### src/rtl/spi_burst_ram_slave.sv
`default_nettype none
// ============================================================================
// spi_burst_ram_slave : SPI slave owning a single-port RAM, burst read/write
// Revision 1.0
// ============================================================================
module spi_burst_ram_slave #(
  parameter int MEM_DEPTH = 256,
  parameter int ADDR_SIZE = 8,
  parameter int MEM_WIDTH = 8
) (
  input  logic clk,
  input  logic rst_n,
  input  logic SS_n,
  input  logic MOSI,
  output logic MISO,
  output logic busy,
  output logic frame_err
);

  localparam int CNT_MAX = (ADDR_SIZE > MEM_WIDTH) ? ADDR_SIZE : MEM_WIDTH;
  localparam int CNT_W   = $clog2(CNT_MAX);

  localparam logic [CNT_W-1:0]     ADDR_LAST = CNT_W'(ADDR_SIZE - 1);
  localparam logic [CNT_W-1:0]     WORD_LAST = CNT_W'(MEM_WIDTH - 1);
  localparam logic [ADDR_SIZE-1:0] ADDR_TOP  = ADDR_SIZE'(MEM_DEPTH - 1);

  typedef enum logic [2:0] {
    S_IDLE      = 3'd0,
    S_CHK_CMD   = 3'd1,
    S_ADDR      = 3'd2,
    S_WRITE     = 3'd3,
    S_TURN      = 3'd4,
    S_READ_DATA = 3'd5,
    S_INVALID   = 3'd6
  } state_t;

  state_t                 state_q, state_d;
  logic [ADDR_SIZE-1:0]   addr_q, addr_d;
  logic [CNT_W-1:0]       cnt_q, cnt_d;
  logic                   op_hi_q, op_hi_d;
  logic                   rd_q, rd_d;
  logic [MEM_WIDTH-1:0]   rx_q, rx_d;
  logic [MEM_WIDTH-1:0]   tx_q, tx_d;
  logic                   miso_q, miso_d;
  logic                   busy_q, busy_d;
  logic                   ferr_q, ferr_d;

  logic [MEM_WIDTH-1:0]   mem_q [MEM_DEPTH];
  logic                   mem_we;
  logic [MEM_WIDTH-1:0]   mem_wdata;
  logic [MEM_WIDTH-1:0]   rd_word;
  logic [ADDR_SIZE-1:0]   addr_inc;

  always_comb begin
    state_d   = state_q;
    addr_d    = addr_q;
    cnt_d     = cnt_q;
    op_hi_d   = op_hi_q;
    rd_d      = rd_q;
    rx_d      = rx_q;
    tx_d      = tx_q;
    miso_d    = miso_q;
    ferr_d    = 1'b0;
    mem_we    = 1'b0;
    mem_wdata = {rx_q[MEM_WIDTH-2:0], MOSI};
    rd_word   = mem_q[addr_q];
    addr_inc  = (addr_q == ADDR_TOP) ? '0 : addr_q + ADDR_SIZE'(1);

    // Deselect wins over everything; only a half-received header or word is an error.
    if ((state_q != S_IDLE) && SS_n) begin
      state_d = S_IDLE;
      miso_d  = 1'b0;
      cnt_d   = '0;
      ferr_d  = (state_q == S_CHK_CMD) || (state_q == S_ADDR) ||
                ((state_q == S_WRITE) && (cnt_q != '0));
    end else begin
      unique case (state_q)
        S_IDLE: begin
          if (!SS_n) begin
            state_d = S_CHK_CMD;
            cnt_d   = '0;
          end
        end
        S_CHK_CMD: begin
          if (cnt_q == '0) begin
            op_hi_d = MOSI;
            cnt_d   = CNT_W'(1);
          end else begin
            cnt_d = '0;
            rd_d  = MOSI;
            if (op_hi_q) begin
              state_d = S_INVALID;
              ferr_d  = 1'b1;
            end else begin
              state_d = S_ADDR;
            end
          end
        end
        S_ADDR: begin
          addr_d = {addr_q[ADDR_SIZE-2:0], MOSI};
          if (cnt_q == ADDR_LAST) begin
            cnt_d   = '0;
            state_d = rd_q ? S_TURN : S_WRITE;
          end else begin
            cnt_d = cnt_q + CNT_W'(1);
          end
        end
        S_WRITE: begin
          rx_d = mem_wdata;
          if (cnt_q == WORD_LAST) begin
            mem_we = 1'b1;
            addr_d = addr_inc;
            cnt_d  = '0;
          end else begin
            cnt_d = cnt_q + CNT_W'(1);
          end
        end
        S_TURN: begin
          tx_d    = rd_word;
          miso_d  = rd_word[MEM_WIDTH-1];
          addr_d  = addr_inc;
          cnt_d   = '0;
          state_d = S_READ_DATA;
        end
        S_READ_DATA: begin
          if (cnt_q == WORD_LAST) begin
            tx_d   = rd_word;
            miso_d = rd_word[MEM_WIDTH-1];
            addr_d = addr_inc;
            cnt_d  = '0;
          end else begin
            tx_d   = {tx_q[MEM_WIDTH-2:0], 1'b0};
            miso_d = tx_q[MEM_WIDTH-2];
            cnt_d  = cnt_q + CNT_W'(1);
          end
        end
        S_INVALID: begin
          miso_d = 1'b0;
        end
        default: begin
          state_d = S_IDLE;
        end
      endcase
    end

    busy_d = (state_d != S_IDLE);
  end

  always_ff @(posedge clk or negedge rst_n) begin
    if (!rst_n) begin
      state_q <= S_IDLE;
      addr_q  <= '0;
      cnt_q   <= '0;
      op_hi_q <= 1'b0;
      rd_q    <= 1'b0;
      rx_q    <= '0;
      tx_q    <= '0;
      miso_q  <= 1'b0;
      busy_q  <= 1'b0;
      ferr_q  <= 1'b0;
    end else begin
      state_q <= state_d;
      addr_q  <= addr_d;
      cnt_q   <= cnt_d;
      op_hi_q <= op_hi_d;
      rd_q    <= rd_d;
      rx_q    <= rx_d;
      tx_q    <= tx_d;
      miso_q  <= miso_d;
      busy_q  <= busy_d;
      ferr_q  <= ferr_d;
    end
  end

  // Array has no reset so its contents survive rst_n.
  always_ff @(posedge clk) begin
    if (mem_we) begin
      mem_q[addr_q] <= mem_wdata;
    end
  end

  assign MISO      = miso_q;
  assign busy      = busy_q;
  assign frame_err = ferr_q;

endmodule

`default_nettype wire

### config.mk
export PLATFORM = sky130hd
export DESIGN_NAME = spi_burst_ram_slave
export DESIGN_NICKNAME = d
export VERILOG_FILES = /design/src/rtl/spi_burst_ram_slave.sv
export SDC_FILE = /design/constraint.sdc
export NUM_CORES = 2
export LEC_CHECK = 0
export BUFFER_PORTS_ARGS = -buffer_cell sky130_fd_sc_hd__buf_2
export CORE_MARGIN = 1
export CORE_UTILIZATION = 40
export DETAILED_ROUTE_END_ITERATION = 7
export GPL_TIMING_DRIVEN = 0
export PLACE_DENSITY = 0.6
export SYNTH_ARGS = -nofsm -noshare
export SYNTH_HDL_FRONTEND = slang
export SYNTH_SLANG_ARGS = --single-unit
### constraint.sdc
create_clock -name clk -period 4.55 [get_ports clk]
set_input_delay 0.91 -clock clk [delete_from_list [all_inputs] [get_ports clk]]
set_output_delay 0.91 -clock clk [all_outputs]
set_load 0.02 [all_outputs]
==> results.py <==
metrics = {
    "critical_path": {
        "reg2reg_to": "mem_q[195][6]",
        "worstPathArrival_ns": 5.31,
        "rr_startpoint": "addr_q[2]",
        "end_kind": "flop",
        "ff2ff_setup_slack_ns": -0.26,
        "rr_worst_depth": 6,
        "path_max_fanout": 10,
        "worst_setup_path_start_kind": "flop",
        "criticalPathCategory": "reg -> reg",
        "worstPathRequired_ns": 5.05,
    },
    "routing": {
        "postRouteAntennaNets": 0,
        "routed_wirelength_um": 296000,
        "drt-initial-drc-count": 7935,
        "dr.pass1.iters": 5,
        "detail_route.vias_per_cell": 6.45,
        "drc_errors": 0,
        "route.vias.total": 43882,
        "drt-wirelength-per-cell_um": 43.5,
    },
    "grt": {
        "grt_use_total": 0.289,
        "grt_use_met2": 0.421,
        "globalRouteMet3Util": 0.0881,
        "antenna_found_initial": 15,
        "grt_max_degree": 164,
        "overflow": 0,
        "grt_pass1_vias": 41368,
        "globalRoute.busiestLayer": "met2",
        "grt_pass1_wl_um": 388000,
        "met1_usage": 0.392,
    },
    "die": {
        "die_w_um": 453,
        "die_h_um": 453,
        "core_area_um2": 202000,
        "start_util": 0.402,
        "io_pins": 7,
        "die-area_um2": 205000,
        "row_count": 165,
    },
    "yosys": {
        "synth.yosys.seq_area_share": 0.767,
        "synth-async-reset-ratio": 0.0159,
        "synth-edff-count": 2048,
        "synthTopCellsByArea": "edfxtp_1 (76%), mux4_2 (16%), nor2_1 (1.4%), dfrtp_1 (1.0%), mux2i_1 (0.90%)",
        "synth_top_cell_by_area": "edfxtp_1",
        "syn-num-nets": 3715,
        "synth_cells": 3704,
        "syn_area_um2": 81200,
        "synth_top_flop_cell": "edfxtp_1",
        "avgSynthCellArea_um2": 21.9,
        "netlist-cell-type-count": 62,
        "synth-seq-cells": 2081,
        "netlist.area_leader.share": 0.757,
        "ys_warn_count": 0,
    },
    "clock_network": {
        "root_buffer": "clkbuf_16",
        "cts-hold-fix-buffers": 0,
        "cts.path.max_buffers": 3,
        "clk_latency_ns": 0.88,
        "clk_pin_slew_ns": 0.06,
        "cts_tree": "done",
        "numCtsBuffers": 209,
        "cts.sinks": 2081,
        "h-tree-depth": 4,
    },
    "sta": {
        "post-route-period-util": 1.06,
        "relSlewSlack": -0.0699,
        "fin_tns_setup_ns": -34.33,
        "max_freq_mhz": 208,
        "hold_slack_ns": 0.184,
        "hold_viol_final": 0,
        "fin_crit_ns": 4.81,
        "fin_worst_skew_ns": 0.0493,
        "layout_setup_ws_ns": -0.262,
        "rsz0062_at_grt": "yes",
        "setup_viol": 472,
        "worstMarginPinSlew_ns": 1.60,
        "maxSlewViolCount": 11,
    },
    "place": {
        "place.gp.congestion": 1.03,
        "placed_cell_area_um2": 85300,
        "port_buffers": 5,
        "dp_hpwl_um": 193000,
        "dp_slack_ns": -2.18,
    },
    "cells_and_area": {
        "syn2layout_area_growth_pct": 14.3,
        "fillers": 16711,
        "design_area_um2": 92900,
        "seq_area_um2": 62400,
        "final_core_util": 0.460,
        "multi_input_area_um2": 18500,
        "nets": 3956,
        "final_layout_size_suffix_gt1_frac": 0.313,
    },
    "power": {
        "leakagePower_uw": 0.0286,
        "power_density_nw_per_um2": 611,
        "ir_worst_vdd_mv": 0.511,
    },
    "min_path": {
        "worstHoldPathType": "in -> async",
    },
    "outcome": {
        "violations": "capacitance limit, slew limit, setup timing",
        "outcome": "finished with violations",
    },
    "flow_run": {
        "drv_cap": 1,
    },
}
-- cell families after synthesis --
family          Yosys count  synth area share
compound gates          189            0.0166
fa+ha+maj                 7           0.00108
buf+inv                 221            0.0142
flops                  2081             0.767
mux                     679             0.173
simple gates            527            0.0278
-- state kept, by name, indices dropped and copies added, names as in the netlist, 3 cells and up --
register / count
mem_q: 2048
cnt_q: 3
state_q: 3
tx_q: 7
addr_q: 8
rx_q: 7
-- cell type report --
cell class | count | share of cell area
Antenna cell | 4 | 0.000108
Buffer | 209 | 0.0151
Clock buffer | 256 | 0.0582
Clock inverter | 137 | 0.0130
Inverter | 10 | 0.000418
Multi-Input combinational cell | 1402 | 0.199
Sequential cell | 2081 | 0.671
Tap cell | 2672 | 0.0360
Timing Repair Buffer | 32 | 0.00710
-- worst max-delay path, stage by stage (launching register included) --
cell	delay, ns
dfrtp_1	0.42
buf_2	0.33
buf_4	0.36
nor2_2	0.78
nand2_1	0.75
clkbuf_2	0.77
nor2_1	0.97
-- layout by cell type, fill, tap and decap left out, drive strengths merged, types with 5 or more instances in the layout --
master / instances
clkbuf: 344
nand3: 35
ha: 7
nand4: 7
a22o: 6
edfxtp: 2048
buf: 149
and2: 8
mux2: 29
clkinvlp: 6
o22ai: 13
mux2i: 73
mux4: 577
a22oi: 26
a211oi: 17
nor3: 22
nand2: 101
clkinv: 115
o21ai: 26
a221oi: 6
inv: 14
dfrtp: 33
nor2b: 19
o211ai: 8
o31ai: 5
a2111oi: 12
nor2: 296
a21oi: 24
nand2b: 13
bufinv: 12
a31oi: 8
-- how the worst max path moves through the flow --
stage,startpoint,to,cells past startpoint
2_1_floorplan,rx_q[0],mem_q[0][1],0
6_report,addr_q[2],mem_q[195][6],6
3_3_place_gp,addr_q[3],mem_q[112][3],7
3_5_place_dp,addr_q[3],mem_q[216][1],8
5_1_grt,state_q[0],mem_q[55][5],8
4_1_cts,addr_q[0],MISO,12
-- report_power, final --
group	internal (uW)	switching (uW)
Combinational	5120	12600
Clock	9200	7750
Sequential	21800	267
-- per-stage QoR --
stage               total power [uW]  std cells
floorplan                      30300       3704
global placement               39300       6381
detailed placement             39400       6406
CTS                            56100       6799
global route                   57100       6799
finish                         56800       6803
-- Yosys cell counts, types with 7 or more instances --
master        n
nor3_1       22
buf_2        54
dfrtp_1      33
a2111oi_0    12
o211ai_1      8
a31oi_1       8
nand2b_1     13
edfxtp_1   2048
o21ai_0      26
mux2i_1      73
a22oi_1      26
buf_4        29
a211oi_1     17
buf_1        22
nand4_1       7
inv_1         7
mux4_2      577
buf_6        20
o22ai_1      13
nor2b_1      19
nor2_1      296
nand3_1      35
ha_1          7
clkbuf_1     86
a21oi_1      24
nand2_1     101
mux2_2       29
-- repair_timing --
action,4_1_cts,5_1_grt
setup endpoints to repair,1827,292
resized for setup,261,54
buffers inserted,2,0
-- layer usage --
metal / routed length, um / vias up
met4: 17700 / 4
met3: 34900 / 623
li1: - / 16108
met1: 113000 / 23944
met2: 130000 / 3203
met5: 29 / -
No activity file was read; power rests on OpenSTA's default activity.
